## config.mk

```make
export PLATFORM = sky130hd
export DESIGN_NAME = chunked_addsub_flat
export DESIGN_NICKNAME = d
export VERILOG_FILES = /design/src/rtl/addsub_pkg.sv /design/src/rtl/chunked_addsub_if.sv /design/src/rtl/chunk_addsub.sv /design/src/rtl/chunked_addsub.sv /design/src/flat_wrapper.sv
export SDC_FILE = /design/constraint.sdc
export NUM_CORES = 1
export LEC_CHECK = 0
export ABC_AREA = 1
export CAP_MARGIN = 30
export CORE_MARGIN = 2
export CORE_UTILIZATION = 55
export CTS_CLUSTER_SIZE = 8
export DETAILED_ROUTE_END_ITERATION = 6
export GPL_TIMING_DRIVEN = 0
export MAX_ROUTING_LAYER = met4
export PLACE_DENSITY_LB_ADDON = 0.1
export SYNTH_ARGS = -nofsm -noshare
export SYNTH_HDL_FRONTEND = slang
export SYNTH_SLANG_ARGS = --single-unit
export TNS_END_PERCENT = 30
```

## constraint.sdc

```tcl
create_clock -name clk -period 7.25 [get_ports clk]
set_clock_uncertainty 0.1 [all_clocks]
set_input_delay 0.725 -clock clk [delete_from_list [all_inputs] [get_ports clk]]
set_output_delay 0.725 -clock clk [all_outputs]
set_load 0.01 [all_outputs]
```

## src/rtl/addsub_pkg.sv

```systemverilog
// Shared encodings and helpers for the chunked add/subtract engine.
package addsub_pkg;

   localparam logic MODE_SUB = 1'b0;
   localparam logic MODE_ADD = 1'b1;

   typedef enum logic {
      IDLE = 1'b0,
      RUN  = 1'b1
   } state_t;

   // A single-chunk engine still needs a 1-bit counter.
   function automatic int cnt_width(input int n);
      return (n > 1) ? $clog2(n) : 1;
   endfunction

endpackage : addsub_pkg

```

## src/rtl/chunked_addsub_if.sv

```systemverilog
// Request/response bundle between a requester and the chunked add/subtract engine.
interface chunked_addsub_if #(
   parameter int DATA_WIDTH = 32
);
   logic                  start;
   logic                  mode;
   logic [DATA_WIDTH-1:0] op_a;
   logic [DATA_WIDTH-1:0] op_b;
   logic                  cb_in;
   logic [DATA_WIDTH-1:0] result;
   logic                  cb_out;
   logic                  overflow;
   logic                  busy;
   logic                  done;

   modport master (
      output start, mode, op_a, op_b, cb_in,
      input  result, cb_out, overflow, busy, done
   );

   modport slave (
      input  start, mode, op_a, op_b, cb_in,
      output result, cb_out, overflow, busy, done
   );
endinterface : chunked_addsub_if

```

## src/rtl/chunk_addsub.sv

```systemverilog
// Combinational CHUNK_WIDTH-bit adder/subtractor with carry/borrow in and out.
module chunk_addsub
   import addsub_pkg::*;
#(
   parameter int CHUNK_WIDTH = 8
) (
   input  logic                   i_mode,
   input  logic [CHUNK_WIDTH-1:0] i_a,
   input  logic [CHUNK_WIDTH-1:0] i_b,
   input  logic                   i_cb,
   output logic [CHUNK_WIDTH-1:0] o_res,
   output logic                   o_cb
);
   localparam int SW = CHUNK_WIDTH + 1;

   logic [CHUNK_WIDTH:0] w_sum;
   logic [CHUNK_WIDTH:0] w_diff;

   // One extra bit: carry for add, sign of the (CHUNK_WIDTH+1)-bit difference marks a borrow.
   assign w_sum  = {1'b0, i_a} + {1'b0, i_b} + SW'(i_cb);
   assign w_diff = {1'b0, i_a} - {1'b0, i_b} - SW'(i_cb);

   assign o_res = (i_mode == MODE_ADD) ? w_sum[CHUNK_WIDTH-1:0] : w_diff[CHUNK_WIDTH-1:0];
   assign o_cb  = (i_mode == MODE_ADD) ? w_sum[CHUNK_WIDTH]     : w_diff[CHUNK_WIDTH];

endmodule : chunk_addsub

```

## src/rtl/chunked_addsub.sv

```systemverilog
// Multi-cycle add/subtract: one CHUNK_WIDTH slice per clock, LSB first, carry/borrow kept in a register.
module chunked_addsub
   import addsub_pkg::*;
#(
   parameter int DATA_WIDTH  = 32,
   parameter int CHUNK_WIDTH = 8
) (
   input logic             clk,
   input logic             reset,
   chunked_addsub_if.slave bus
);
   localparam int NUM_CHUNKS = DATA_WIDTH / CHUNK_WIDTH;
   localparam int CNT_W      = cnt_width(NUM_CHUNKS);

   if ((CHUNK_WIDTH < 1) || (CHUNK_WIDTH > DATA_WIDTH) || (DATA_WIDTH % CHUNK_WIDTH != 0)) begin : g_bad_width
      $fatal(1, "chunked_addsub: DATA_WIDTH must be a positive multiple of CHUNK_WIDTH");
   end

   state_t                r_state;
   logic [CNT_W-1:0]      r_cnt;
   logic [DATA_WIDTH-1:0] r_a;
   logic [DATA_WIDTH-1:0] r_b;
   logic                  r_mode;
   logic                  r_cb;
   logic [DATA_WIDTH-1:0] r_result;
   logic                  r_cb_out;
   logic                  r_overflow;
   logic                  r_busy;
   logic                  r_done;

   logic [CHUNK_WIDTH-1:0] w_chunk;
   logic                   w_cb_next;
   logic                   w_sign_a;
   logic                   w_sign_b;
   logic                   w_sign_r;
   logic                   w_ovf;

   chunk_addsub #(.CHUNK_WIDTH(CHUNK_WIDTH)) u_chunk (
      .i_mode (r_mode),
      .i_a    (r_a[CHUNK_WIDTH-1:0]),
      .i_b    (r_b[CHUNK_WIDTH-1:0]),
      .i_cb   (r_cb),
      .o_res  (w_chunk),
      .o_cb   (w_cb_next)
   );

   // On the last chunk the low operand slices hold the original sign bits.
   assign w_sign_a = r_a[CHUNK_WIDTH-1];
   assign w_sign_b = r_b[CHUNK_WIDTH-1];
   assign w_sign_r = w_chunk[CHUNK_WIDTH-1];
   assign w_ovf    = (r_mode == MODE_ADD) ? ((w_sign_a == w_sign_b) && (w_sign_r != w_sign_a))
                                          : ((w_sign_a != w_sign_b) && (w_sign_r != w_sign_a));

   // NOTE: operand shift registers are reset too, so no stale operand survives an aborted run.
   always_ff @(posedge clk or posedge reset) begin
      if (reset) begin
         r_state    <= IDLE;
         r_cnt      <= '0;
         r_a        <= '0;
         r_b        <= '0;
         r_mode     <= MODE_SUB;
         r_cb       <= 1'b0;
         r_result   <= '0;
         r_cb_out   <= 1'b0;
         r_overflow <= 1'b0;
         r_busy     <= 1'b0;
         r_done     <= 1'b0;
      end else begin
         r_done <= 1'b0;
         case (r_state)
            IDLE: begin
               if (bus.start) begin
                  r_a     <= bus.op_a;
                  r_b     <= bus.op_b;
                  r_mode  <= bus.mode;
                  r_cb    <= bus.cb_in;
                  r_cnt   <= '0;
                  r_busy  <= 1'b1;
                  r_state <= RUN;
               end
            end
            RUN: begin
               r_result <= (r_result >> CHUNK_WIDTH)
                         | (DATA_WIDTH'(w_chunk) << (DATA_WIDTH - CHUNK_WIDTH));
               r_cb     <= w_cb_next;
               r_a      <= r_a >> CHUNK_WIDTH;
               r_b      <= r_b >> CHUNK_WIDTH;
               if (r_cnt == CNT_W'(NUM_CHUNKS - 1)) begin
                  r_done     <= 1'b1;
                  r_busy     <= 1'b0;
                  r_cb_out   <= w_cb_next;
                  r_overflow <= w_ovf;
                  r_state    <= IDLE;
               end else begin
                  r_cnt <= r_cnt + CNT_W'(1);
               end
            end
            default: r_state <= IDLE;
         endcase
      end
   end

   assign bus.result   = r_result;
   assign bus.cb_out   = r_cb_out;
   assign bus.overflow = r_overflow;
   assign bus.busy     = r_busy;
   assign bus.done     = r_done;

endmodule : chunked_addsub

```

## src/flat_wrapper.sv

```systemverilog
// flat-port wrapper written by rule: the top's interface ports become plain ports
module chunked_addsub_flat import addsub_pkg::*;
#(
   parameter int DATA_WIDTH  = 32,
   parameter int CHUNK_WIDTH = 8
)
  (clk, reset, bus_start, bus_mode, bus_op_a, bus_op_b, bus_cb_in, bus_result, bus_cb_out, bus_overflow, bus_busy, bus_done);
  chunked_addsub_if #(.DATA_WIDTH(DATA_WIDTH)) bus_i ();
  input logic clk;
  input logic reset;
  input wire logic [$bits(bus_i.start)-1:0] bus_start;
  input wire logic [$bits(bus_i.mode)-1:0] bus_mode;
  input wire logic [$bits(bus_i.op_a)-1:0] bus_op_a;
  input wire logic [$bits(bus_i.op_b)-1:0] bus_op_b;
  input wire logic [$bits(bus_i.cb_in)-1:0] bus_cb_in;
  output wire logic [$bits(bus_i.result)-1:0] bus_result;
  output wire logic [$bits(bus_i.cb_out)-1:0] bus_cb_out;
  output wire logic [$bits(bus_i.overflow)-1:0] bus_overflow;
  output wire logic [$bits(bus_i.busy)-1:0] bus_busy;
  output wire logic [$bits(bus_i.done)-1:0] bus_done;
  assign bus_i.start = bus_start;
  assign bus_i.mode = bus_mode;
  assign bus_i.op_a = bus_op_a;
  assign bus_i.op_b = bus_op_b;
  assign bus_i.cb_in = bus_cb_in;
  assign bus_result = bus_i.result;
  assign bus_cb_out = bus_i.cb_out;
  assign bus_overflow = bus_i.overflow;
  assign bus_busy = bus_i.busy;
  assign bus_done = bus_i.done;
  chunked_addsub #(.DATA_WIDTH(DATA_WIDTH), .CHUNK_WIDTH(CHUNK_WIDTH)) u_core (.clk(clk), .reset(reset), .bus(bus_i));
endmodule
```

==> results of run 1 <==
cell usage in the layout (no fill, tap or decap), drive strengths merged:
cell           synthesis  routed
nand2                190     190
dfrtp                105     105
clkdlybuf4s50          0     104
inv                   78      81
o21ai                 39      39
nand3                 28      28
clkbuf                13      23
ha                    22      22
o221ai                19      19
a21oi                 15      15
buf                   13      14
o211ai                13      13
nor2                  12      12
a22oi                 10      10
a22o                   7       7
xor2                   4       4
fa                     4       4
o21bai                 3       3
nand4                  3       3
and2                   1       1
nor3                   1       1
a31oi                  1       1
nand3b                 1       1
a211oi                 1       1
bufinv                 0       1
clkinv                 0       1
clkinvlp               0       1
cell families (layout without fill, tap and decap cells):
kind of cell / count (synthesis) / after routing / synth area share (%)
simple gates: 236 / 236 / 19.1
compound gates: 108 / 108 / 13.9
flops: 105 / 105 / 51.2
buf+inv: 104 / 225 / 8.15
fa+ha+maj: 26 / 26 / 6.93
xor+xnor: 4 / 4 / 0.683
power breakdown:
group / switching [mW] / total (mW) / leakage (nW) / internal, mW
sequential: 0.158 / 0.981 / 1.36 / 0.823
clock: 0.220 / 0.397 / 0.108 / 0.177
combinational: 0.965 / 1.64 / 1.66 / 0.671
total: 1.34 / 3.01 / 3.12 / 1.67
layout make-up:
cell class	instances	area, um2	share of cell area (%)
Clock buffer	10	138	2.10
Multi-Input combinational cell	374	2080	31.8
Inverter	78	295	4.50
Tap cell	111	139	2.12
Buffer	26	125	1.91
Sequential cell	105	2630	40.1
Clock inverter	6	82.6	1.26
Timing Repair Buffer	105	1070	16.3
through the flow:
stage                     instances  util (%)  area, um2
final                           815      71.7       6560
after detailed placement        799      69.3       6340
after floorplan                 583         -       5130
after global routing            815      71.7       6560
after global placement          798      68.9       6310
after CTS                       815      71.7       6560
registers in the layout (all words and copies together) (netlist names):
signal,count
u_core.bus.cb_out,1
u_core.bus.done,1
u_core.bus.overflow,1
u_core.r_state,1
u_core.r_cb,1
u_core.bus.result,32
u_core.r_cnt,2
u_core.r_a,32
u_core.r_b,32
u_core.r_mode,1
u_core.bus.busy,1
routing by layer:
layer	routed length (um)	vias to the layer above	GRT usage (%)
met2	6140	155	45.2
met5	0	-	-
met4	399	0	11.2
li1	-	2127	-
met1	5560	2086	35.3
met3	629	32	3.68
critical path: stages (launching register included):
cell      delay, ns
dfrtp_1        0.45
ha_1           0.41
inv_2          0.07
ha_1           0.36
inv_1          0.07
o21bai_1       0.24
a21oi_1        0.14
nand3b_1       0.11
nand3_1        0.10
nand3_1        0.12
nand3_1        0.08
worst max-delay path by stage:
| stage | from | end | slack (ns) | cells past startpoint |
|---|---|---|---|---|
| floorplan | reset | u_core.bus.busy | 3.66 | 1 |
| global placement | reset | u_core.r_b[27] | 2.18 | 2 |
| detailed placement | bus_start | u_core.r_a[27] | 4.92 | 6 |
| CTS | u_core.r_b[5] | u_core.r_cb | 4.91 | 10 |
| global route | u_core.r_b[5] | u_core.r_cb | 4.72 | 10 |
| finish | u_core.r_b[5] | u_core.r_cb | 4.87 | 10 |
==> flow_summary_export.csv, run 1 <==
group,metric,value,unit
route,drt_wl_total,12700,um
clock_tree,h-tree-depth,3,
power_and_ir_drop,p_leak,3.12,nW
clock_tree,cts_tree,"done",
sta,layout_setup_ws,4.87,ns
power_and_ir_drop,peakVddDrop,185,uV
route,wire_per_inst,15.6,um
power_and_ir_drop,finalPower,3.01,mW
critical_path,cp-start-kind,"register",
critical_path,r2r-start,"u_core.r_b[5]",
clock_tree,cts_hold_buf,0,
finish,area_delta_synth_final,27.9,%
yosys,ys.flop_type,"dfrtp_1",
min_path,holdCritPathClass,"reg -> reg",
floorplan,coreArea,9150,um2
sta,setup_viol_count_final,0,
route,vias,4400,
yosys,synth_area_per_cell,8.80,um2
sta,tightest_slew,0.585,ns
power_and_ir_drop,cellPowerDensity,460,nW/um2
grt,grtUsageTotal,27.7,%
yosys,synth_largest_area_cell,"dfrtp_1",
yosys,syn_area,5130,um2
sta,slew_violations,0,
yosys,synthCells,583,
yosys,async_reset_ff_share,100,%
route,drtIter0Drc,164,
clock_tree,clock_sinks,105,
critical_path,cp_data_required_time,7.41,ns
yosys,synth_cell_types,32,
sta,final-hold-violation-count,0,
place,port_buffers,104,
sta,grt_setup_unrepaired,"no",
clock_tree,cts_buffers,9,
yosys,ys_seq_elements,105,
critical_path,end_kind,"register",
floorplan,start_util,56.0,%
finish,nFillCells,750,
yosys,synth.area.top_cells,"dfrtp_1 (51%), nand2_1 (14%), ha_1 (5.4%), inv_1 (5.1%), o21ai_0 (3.6%)",
critical_path,reg2regPathDepth,10,
floorplan,die_w,101,um
grt,grt_pass1_vias,4455,
yosys,synth_edf_count,0,
yosys,ys_warn_count,0,
floorplan,num_rows,35,
floorplan,die_h,101,um
floorplan,die_area,10100,um2
sta,fin_hold_ws,0.400,ns
clock_tree,cts-resized-gates,0,
floorplan,ioPinCount,105,
clock_tree,post_cts_buffers,0,
critical_path,crit_fanout,5,
sta,post-route-min-period,2.38,ns
route,ant_nets,0,
route,viasPerCell,5.40,
clock_tree,clkLatencyLatePin,0.38,ns
yosys,syn-num-nets,678,
grt,antenna_found_initial,0,
finish,drive_gt1_share,7.10,%
yosys,synth_commonest_cells,"nand2_1 (185), dfrtp_1 (105), inv_1 (70)",
sta,slew_headroom,61.0,%
yosys,yosysTopAreaCellShare,51.2,%
sta,max_freq,421,MHz
finish,antenna_cells,0,
job,drv_cap,0,
sta,finalCritPeriodShare,32.8,%
place,gp_congestion,0.891,
clock_tree,clk_path_buf_depth,2,
critical_path,cp.arrival,2.54,ns
sta,fin_setup_tns,0,ns
route,drt-pass1-iter-count,5,
min_path,hold_start,"u_core.bus.result[0]",
min_path,hold_depth,2,
place,dp_hpwl,9730,um
yosys,seq_area_frac_synth,51.2,%
grt,grt_pass1_wl,21200,um
grt,grt_overflow,0,
clock_tree,cts_root_buf,"clkbuf_8",
place,place_ws,4.92,ns
critical_path,worstSetupPathType,"reg -> reg",
clock_tree,clkTransAtPathRegs,0.11,ns
finish,final_nets,794,
critical_path,reg2reg_slack,4.87,ns
yosys,yosysMostFrequentCell,"nand2_1",
min_path,whs_endpoint,"u_core.bus.result[0]",
outcome,status,"complete, no violations",
route,drc_errors,0,
critical_path,r2r_end,"u_core.r_cb",
grt,grt_max_degree,75,
(Power assumes the default switching activity.)
==> run 2: changes to the inputs <==
--- a/config.mk
+++ b/config.mk
@@ -8,7 +8,7 @@
 export ABC_AREA = 1
 export CAP_MARGIN = 30
 export CORE_MARGIN = 2
-export CORE_UTILIZATION = 55
+export CORE_UTILIZATION = 47
 export CTS_CLUSTER_SIZE = 8
 export DETAILED_ROUTE_END_ITERATION = 6
 export GPL_TIMING_DRIVEN = 0
==> constraint.sdc (replaced) <==
create_clock -name clk -period 1.9 [get_ports clk]
set_clock_uncertainty 0.1 [all_clocks]
set_input_delay 0.19 -clock clk [delete_from_list [all_inputs] [get_ports clk]]
set_output_delay 0.19 -clock clk [all_outputs]
set_load 0.01 [all_outputs]
==> run 2 against run 1 <==
  * The run now ends with negative setup slack left
  * First-iteration DRC count increased by 48%
  * Critical path depth unchanged
  * Worst setup slack got worse by 5.2 ns
  * Critical endpoint is now u_core.bus.result[27]
  * Highest routed layer unchanged
==> flow_summary_export.csv, run 2 (synthesized netlist as in run 1, its figures left out) <==
group,metric,value,unit
outcome,status,"finished with violations",
outcome,violations,"negative setup slack",
finish,fin_area,6820,um2
clock_tree,clock_sinks,105,
floorplan,die_w,108,um
critical_path,end_kind,"register",
finish,final_cell_mix,"nand2_1 (179), clkdlybuf4s50_1 (104), dfrtp_1 (104), inv_1 (63), o21ai_0 (34)",
grt,use_met2,41.9,%
place,gp_congestion,0.836,
grt,grt_max_degree,44,
job,drv_cap,0,
critical_path,cp_slowest_cell,"fa_2",
critical_path,crit_fanout,3,
min_path,holdCritPathClass,"in -> async",
route,wire_per_inst,15.8,um
sta,fin_setup_tns,-1.87,ns
floorplan,start_util,47.7,%
critical_path,cp-start-kind,"register",
route,vias,4432,
floorplan,die_area,11800,um2
clock_tree,cts_tree,"done",
power_and_ir_drop,pwr-share-comb,59.5,%
clock_tree,cts_buffers,9,
finish,area_delta_synth_final,33.0,%
sta,tightest_slew,0.725,ns
floorplan,ioPinCount,105,
critical_path,worstSetupPathType,"reg -> reg",
sta,post-route-min-period,2.18,ns
route,drc_errors,0,
floorplan,die_h,108,um
power_and_ir_drop,power.switching,5.60,mW
place,place_area,6390,um2
place,dp_hpwl,10100,um
floorplan,num_rows,38,
sta,grt_setup_unrepaired,"yes",
critical_path,path_cells,"fa_2 > inv_2 > ha_4 > o21ai_2 > nand2_2 > buf_4 > buf_4 > a21oi_2 > o21ai_1 > a22oi_1",
sta,slew_violations,0,
grt,met1_usage,32.6,%
critical_path,cp.arrival,2.37,ns
finish,regArea,2630,um2
clock_tree,cts_hold_buf,0,
sta,layout_setup_ws,-0.278,ns
finish,final_common_cell,"nand2_1",
finish,nFillCells,943,
grt,use_met3,3.62,%
finish,antenna_cells,0,
power_and_ir_drop,peakVddDrop,785,uV
power_and_ir_drop,internal_power,6.89,mW
place,port_buffers,104,
route,drt_wl_total,13500,um
power_and_ir_drop,p_leak,3.16,nW
clock_tree,h-tree-depth,3,
route,drtIter0Drc,243,
power_and_ir_drop,pwr-share-clk,10.3,%
grt,antenna_found_initial,0,
finish,multi_input_area,2260,um2
grt,busiest_layer,"met2",
grt,grt_pass1_wl,22100,um
finish,drive_gt1_share,13.3,%
clock_tree,clkLatencyLatePin,0.37,ns
power_and_ir_drop,switching_share,44.8,%
finish,final_nets,805,
sta,finalCritPeriodShare,115,%
grt,grt_overflow,0,
clock_tree,cts_root_buf,"clkbuf_8",
critical_path,cpPeakStageDelay,0.59,ns
clock_tree,clk_path_buf_depth,2,
floorplan,coreArea,10700,um2
grt,grt_pass1_vias,4484,
sta,slew_headroom,51.6,%
grt,grtUsageTotal,25.4,%
clock_tree,clkTransAtPathRegs,0.10,ns
sta,setup_viol_count_final,10,
power_and_ir_drop,cellPowerDensity,1830,nW/um2
route,ant_nets,0,
power_and_ir_drop,seqPwrFrac,30.2,%
sta,max_freq,459,MHz
route,viasPerCell,5.18,
route,drt-pass1-iter-count,4,
critical_path,cp_data_required_time,2.09,ns
sta,final-hold-violation-count,0,
critical_path,critPathMostFrequentCell,"buf_4",
## run 2: power by group through the flow
stage | combinational, mW | sequential (mW) | clock (mW)
after floorplan | 3.97 | 3.81 | 0
after global placement | 6.09 | 3.76 | 0
after detailed placement | 6.26 | 3.80 | 0
after CTS | 6.98 | 3.74 | 1.33
after global routing | 8.26 | 3.87 | 1.43
final | 7.43 | 3.77 | 1.29
## run 2: path summary, 6_finish.rpt
kind,start,end,slack [ns],cells after the start
setup / recovery,u_core.r_b[0],u_core.bus.result[27],-0.28,10
hold / removal,reset,u_core.bus.result[18],0.17,2
setup reg to reg,u_core.r_b[0],u_core.bus.result[27],-0.28,10
hold reg to reg,u_core.r_cnt[0],u_core.r_cnt[0],0.39,1
max in group asynchronous,reset,u_core.r_b[5],0.87,3
min in group clk,bus_op_a[30],u_core.r_a[30],0.24,3
## run 2: timing repair
| action | 4_1_cts | 5_1_grt |
|---|---|---|
| resized for setup | 26 | 15 |
| buffers inserted | 9 | 1 |
| pin swaps | 10 | 9 |
| setup endpoints to repair | 11 | 11 |
## run 2: layout make-up
cell class,count,area share (%)
Sequential cell,105,38.5
Multi-Input combinational cell,374,33.2
Timing Repair Buffer,116,16.9
Inverter,78,4.35
Tap cell,140,2.57
Clock buffer,10,1.87
Buffer,26,1.83
Clock inverter,6,0.734
## run 2: worst max-delay path: cells and delay by family, from the launching register on
kind	cells	cell delay, ns
flip-flops	1	0.42
AO/OA/AOI/OAI	4	0.42
buffers and inverters	3	0.33
adder cells (fa/ha/maj)	2	0.74
AND/OR/NAND/NOR	1	0.09
## run 2: through the flow
stage / instances / utilization (%) / hold WS [ns] / power, mW / setup slack (ns)
after floorplan: 583 / - / 0.200 / 7.78 / -0.204
after global placement: 827 / 59.1 / 0.365 / 9.85 / -0.701
after detailed placement: 829 / 59.5 / 0.373 / 10.1 / -0.432
after CTS: 854 / 62.8 / 0.185 / 12.1 / -0.258
after global routing: 855 / 63.5 / 0.228 / 13.6 / -0.395
final: 855 / 63.5 / 0.174 / 12.5 / -0.278
## run 2: per-layer routing
| metal | vias to the layer above | wire (um) | share of wire, % |
|---|---|---|---|
| met2 | 138 | 6640 | 49 |
| li1 | 2149 | - | - |
| met3 | 21 | 631 | 4.7 |
| met4 | 0 | 265 | 2.0 |
| met1 | 2124 | 5940 | 44 |
| met5 | - | 0 | 0 |
==> run 3: changes to the inputs <==
--- a/config.mk
+++ b/config.mk
@@ -14,6 +14,7 @@
 export GPL_TIMING_DRIVEN = 0
 export MAX_ROUTING_LAYER = met4
 export PLACE_DENSITY_LB_ADDON = 0.1
+export REMOVE_ABC_BUFFERS = 1
 export SYNTH_ARGS = -nofsm -noshare
 export SYNTH_HDL_FRONTEND = slang
 export SYNTH_SLANG_ARGS = --single-unit
==> run 3 against run 2 <==
  * The flow still finishes with violations (negative setup slack)
  * Die area unchanged
  * Maximum frequency is essentially flat
  * Critical path type unchanged
  * Sequential share of layout area rose by 0.47 points
  * Worst hold slack improved by 0.067 ns
==> flow_summary_export.csv, run 3 (synthesized netlist as in run 1, its figures left out) <==
group,metric,value,unit
route,top_layer_used,"met4",
finish,area_delta_synth_final,31.5,%
critical_path,crit_fanout,3,
clock_tree,cts_tree,"done",
sta,tightest_slew,0.846,ns
power_and_ir_drop,finalPower,11.9,mW
clock_tree,cts_buffers,9,
finish,nFillCells,951,
grt,grtUsageTotal,21.6,%
critical_path,worstSetupPathType,"reg -> reg",
grt,grt_max_degree,66,
sta,final-hold-violation-count,0,
critical_path,cp_data_required_time,2.05,ns
route,routedLengthMet1,5160,um
route,ant_nets,0,
floorplan,ioPinCount,105,
power_and_ir_drop,peakVddDrop,813,uV
sta,grt_setup_unrepaired,"yes",
sta,post-route-min-period,2.18,ns
finish,antenna_cells,0,
critical_path,cpPeakStageDelay,0.49,ns
clock_tree,h-tree-depth,3,
route,viasPerCell,5.08,
floorplan,die_area,11800,um2
critical_path,reg2reg_slack,-0.28,ns
clock_tree,clkTransAtPathRegs,0.11,ns
critical_path,critPathMostFrequentCell,"nand2_2",
place,place_area,6300,um2
sta,layout_setup_ws,-0.280,ns
place,place_ws,-0.653,ns
min_path,holdCritPathClass,"in -> reg",
finish,final_common_cell,"nand2_1",
route,drt-pass1-iter-count,4,
floorplan,coreArea,10700,um2
place,dp_hpwl,7480,um
sta,max_freq,459,MHz
floorplan,die_h,108,um
finish,fin_area,6750,um2
grt,grt_overflow,0,
grt,grt_pass1_vias,4310,
route,dr_wl_met2,5550,um
grt,antenna_found_initial,0,
sta,slew_violations,0,
critical_path,cp.arrival,2.33,ns
sta,fin_setup_tns,-1.85,ns
floorplan,num_rows,38,
critical_path,path_cells,"fa_1 > buf_4 > ha_4 > o21ai_4 > nand2_2 > nand2_2 > nand2_1 > nand2_1 > nand3_2 > nand2_2 > buf_4 > o21ai_2",
sta,finalCritPeriodShare,115,%
finish,regArea,2630,um2
route,drtIter0Drc,212,
min_path,hold_start,"bus_op_a[25]",
place,port_buffers,104,
route,drt_wl_total,11400,um
place,gp_congestion,0.841,
power_and_ir_drop,cellPowerDensity,1770,nW/um2
clock_tree,clock_sinks,105,
critical_path,end_kind,"register",
outcome,status,"finished with violations",
critical_path,cp-start-kind,"register",
clock_tree,clkLatencyLatePin,0.36,ns
min_path,hold_depth,3,
critical_path,r2r_end,"u_core.bus.result[31]",
route,wire_per_inst,13.6,um
finish,drive_gt1_share,11.0,%
route,drc_errors,0,
critical_path,cp_slowest_cell,"fa_1",
outcome,violations,"negative setup slack",
floorplan,start_util,47.7,%
route,wl_met3,500,um
critical_path,r2r-start,"u_core.r_cb",
job,drv_cap,0,
clock_tree,clk_path_buf_depth,2,
clock_tree,cts_root_buf,"clkbuf_8",
finish,multi_input_area,2200,um2
sta,setup_viol_count_final,10,
grt,grt_pass1_wl,19600,um
power_and_ir_drop,p_leak,3.15,nW
sta,slew_headroom,43.5,%
finish,final_nets,784,
route,vias,4233,
finish,final_cell_mix,"nand2_1 (182), clkdlybuf4s50_1 (104), dfrtp_1 (104), inv_1 (65), o21ai_0 (33)",
critical_path,reg2regPathDepth,12,
min_path,whs_endpoint,"u_core.r_a[25]",
floorplan,die_w,108,um
## run 3: changes by cell type in the layout (fill, tap and decap cells not counted), moves of 3 or more
cell      previous run  this run
inv_4                0         3
buf_2               10         0
ha_4                 8         5
clkbuf_1            14         0
inv_2               14         9
a21oi_2              5         2
nand2_1            179       182
a21oi_1             10        13
nand2_2             10         7
## run 3: how the worst max path moves through the flow
stage                   startpoint                     to  slack, ns
global placement             reset         u_core.r_b[30]      -2.68
detailed placement  u_core.r_state         u_core.r_a[16]      -0.65
CTS                  u_core.r_a[0]    u_core.bus.overflow      -0.27
finish                 u_core.r_cb  u_core.bus.result[31]      -0.28
floorplan                    reset        u_core.bus.busy      -1.15
global route           u_core.r_cb    u_core.bus.overflow      -0.43
## run 3: layout make-up
class	count	area share, %
flip-flops and latches	105	39.0
multi-input cells	375	32.7
repair buffers	120	18.0
inverters	78	4.84
well taps	140	2.60
clock buffers	9	1.84
clock inverters	7	1.11
## run 3: repair_timing
action                     in CTS  in global routing
hold buffers                    0                  0
resized for setup              26                  9
setup buffers                  11                  1
pin swaps                       7                  6
gates cloned                    1                  0
setup endpoints to repair      79                 11
## run 3: worst max-delay path: cells and delay by family (launching register included)
kind / cells / cell delay, ns
AO/OA/AOI/OAI: 2 / 0.20
adder cells (fa/ha/maj): 2 / 0.65
buffers and inverters: 2 / 0.27
flip-flops: 1 / 0.41
AND/OR/NAND/NOR: 6 / 0.45
## run 3: power by group
group,internal (mW),leakage (nW),switching [mW],total [mW]
Combinational,3.08,1.69,3.74,6.82
Sequential,3.15,1.35,0.575,3.72
Clock,0.622,0.104,0.780,1.40
## run 3: through the flow
step	instances	utilization, %	hold slack (ns)
floorplan	557	-	0.200
global placement	801	57.9	0.362
detailed placement	805	58.7	0.365
CTS	833	62.4	0.230
global route	834	62.8	0.248
finish	834	62.8	0.241
## run 3: metal layers
metal / vias up / global-route usage, %
met5: - / -
met1: 1987 / 26.3
met4: 0 / 5.68
met3: 10 / 3.13
li1: 2117 / -
met2: 119 / 37.5
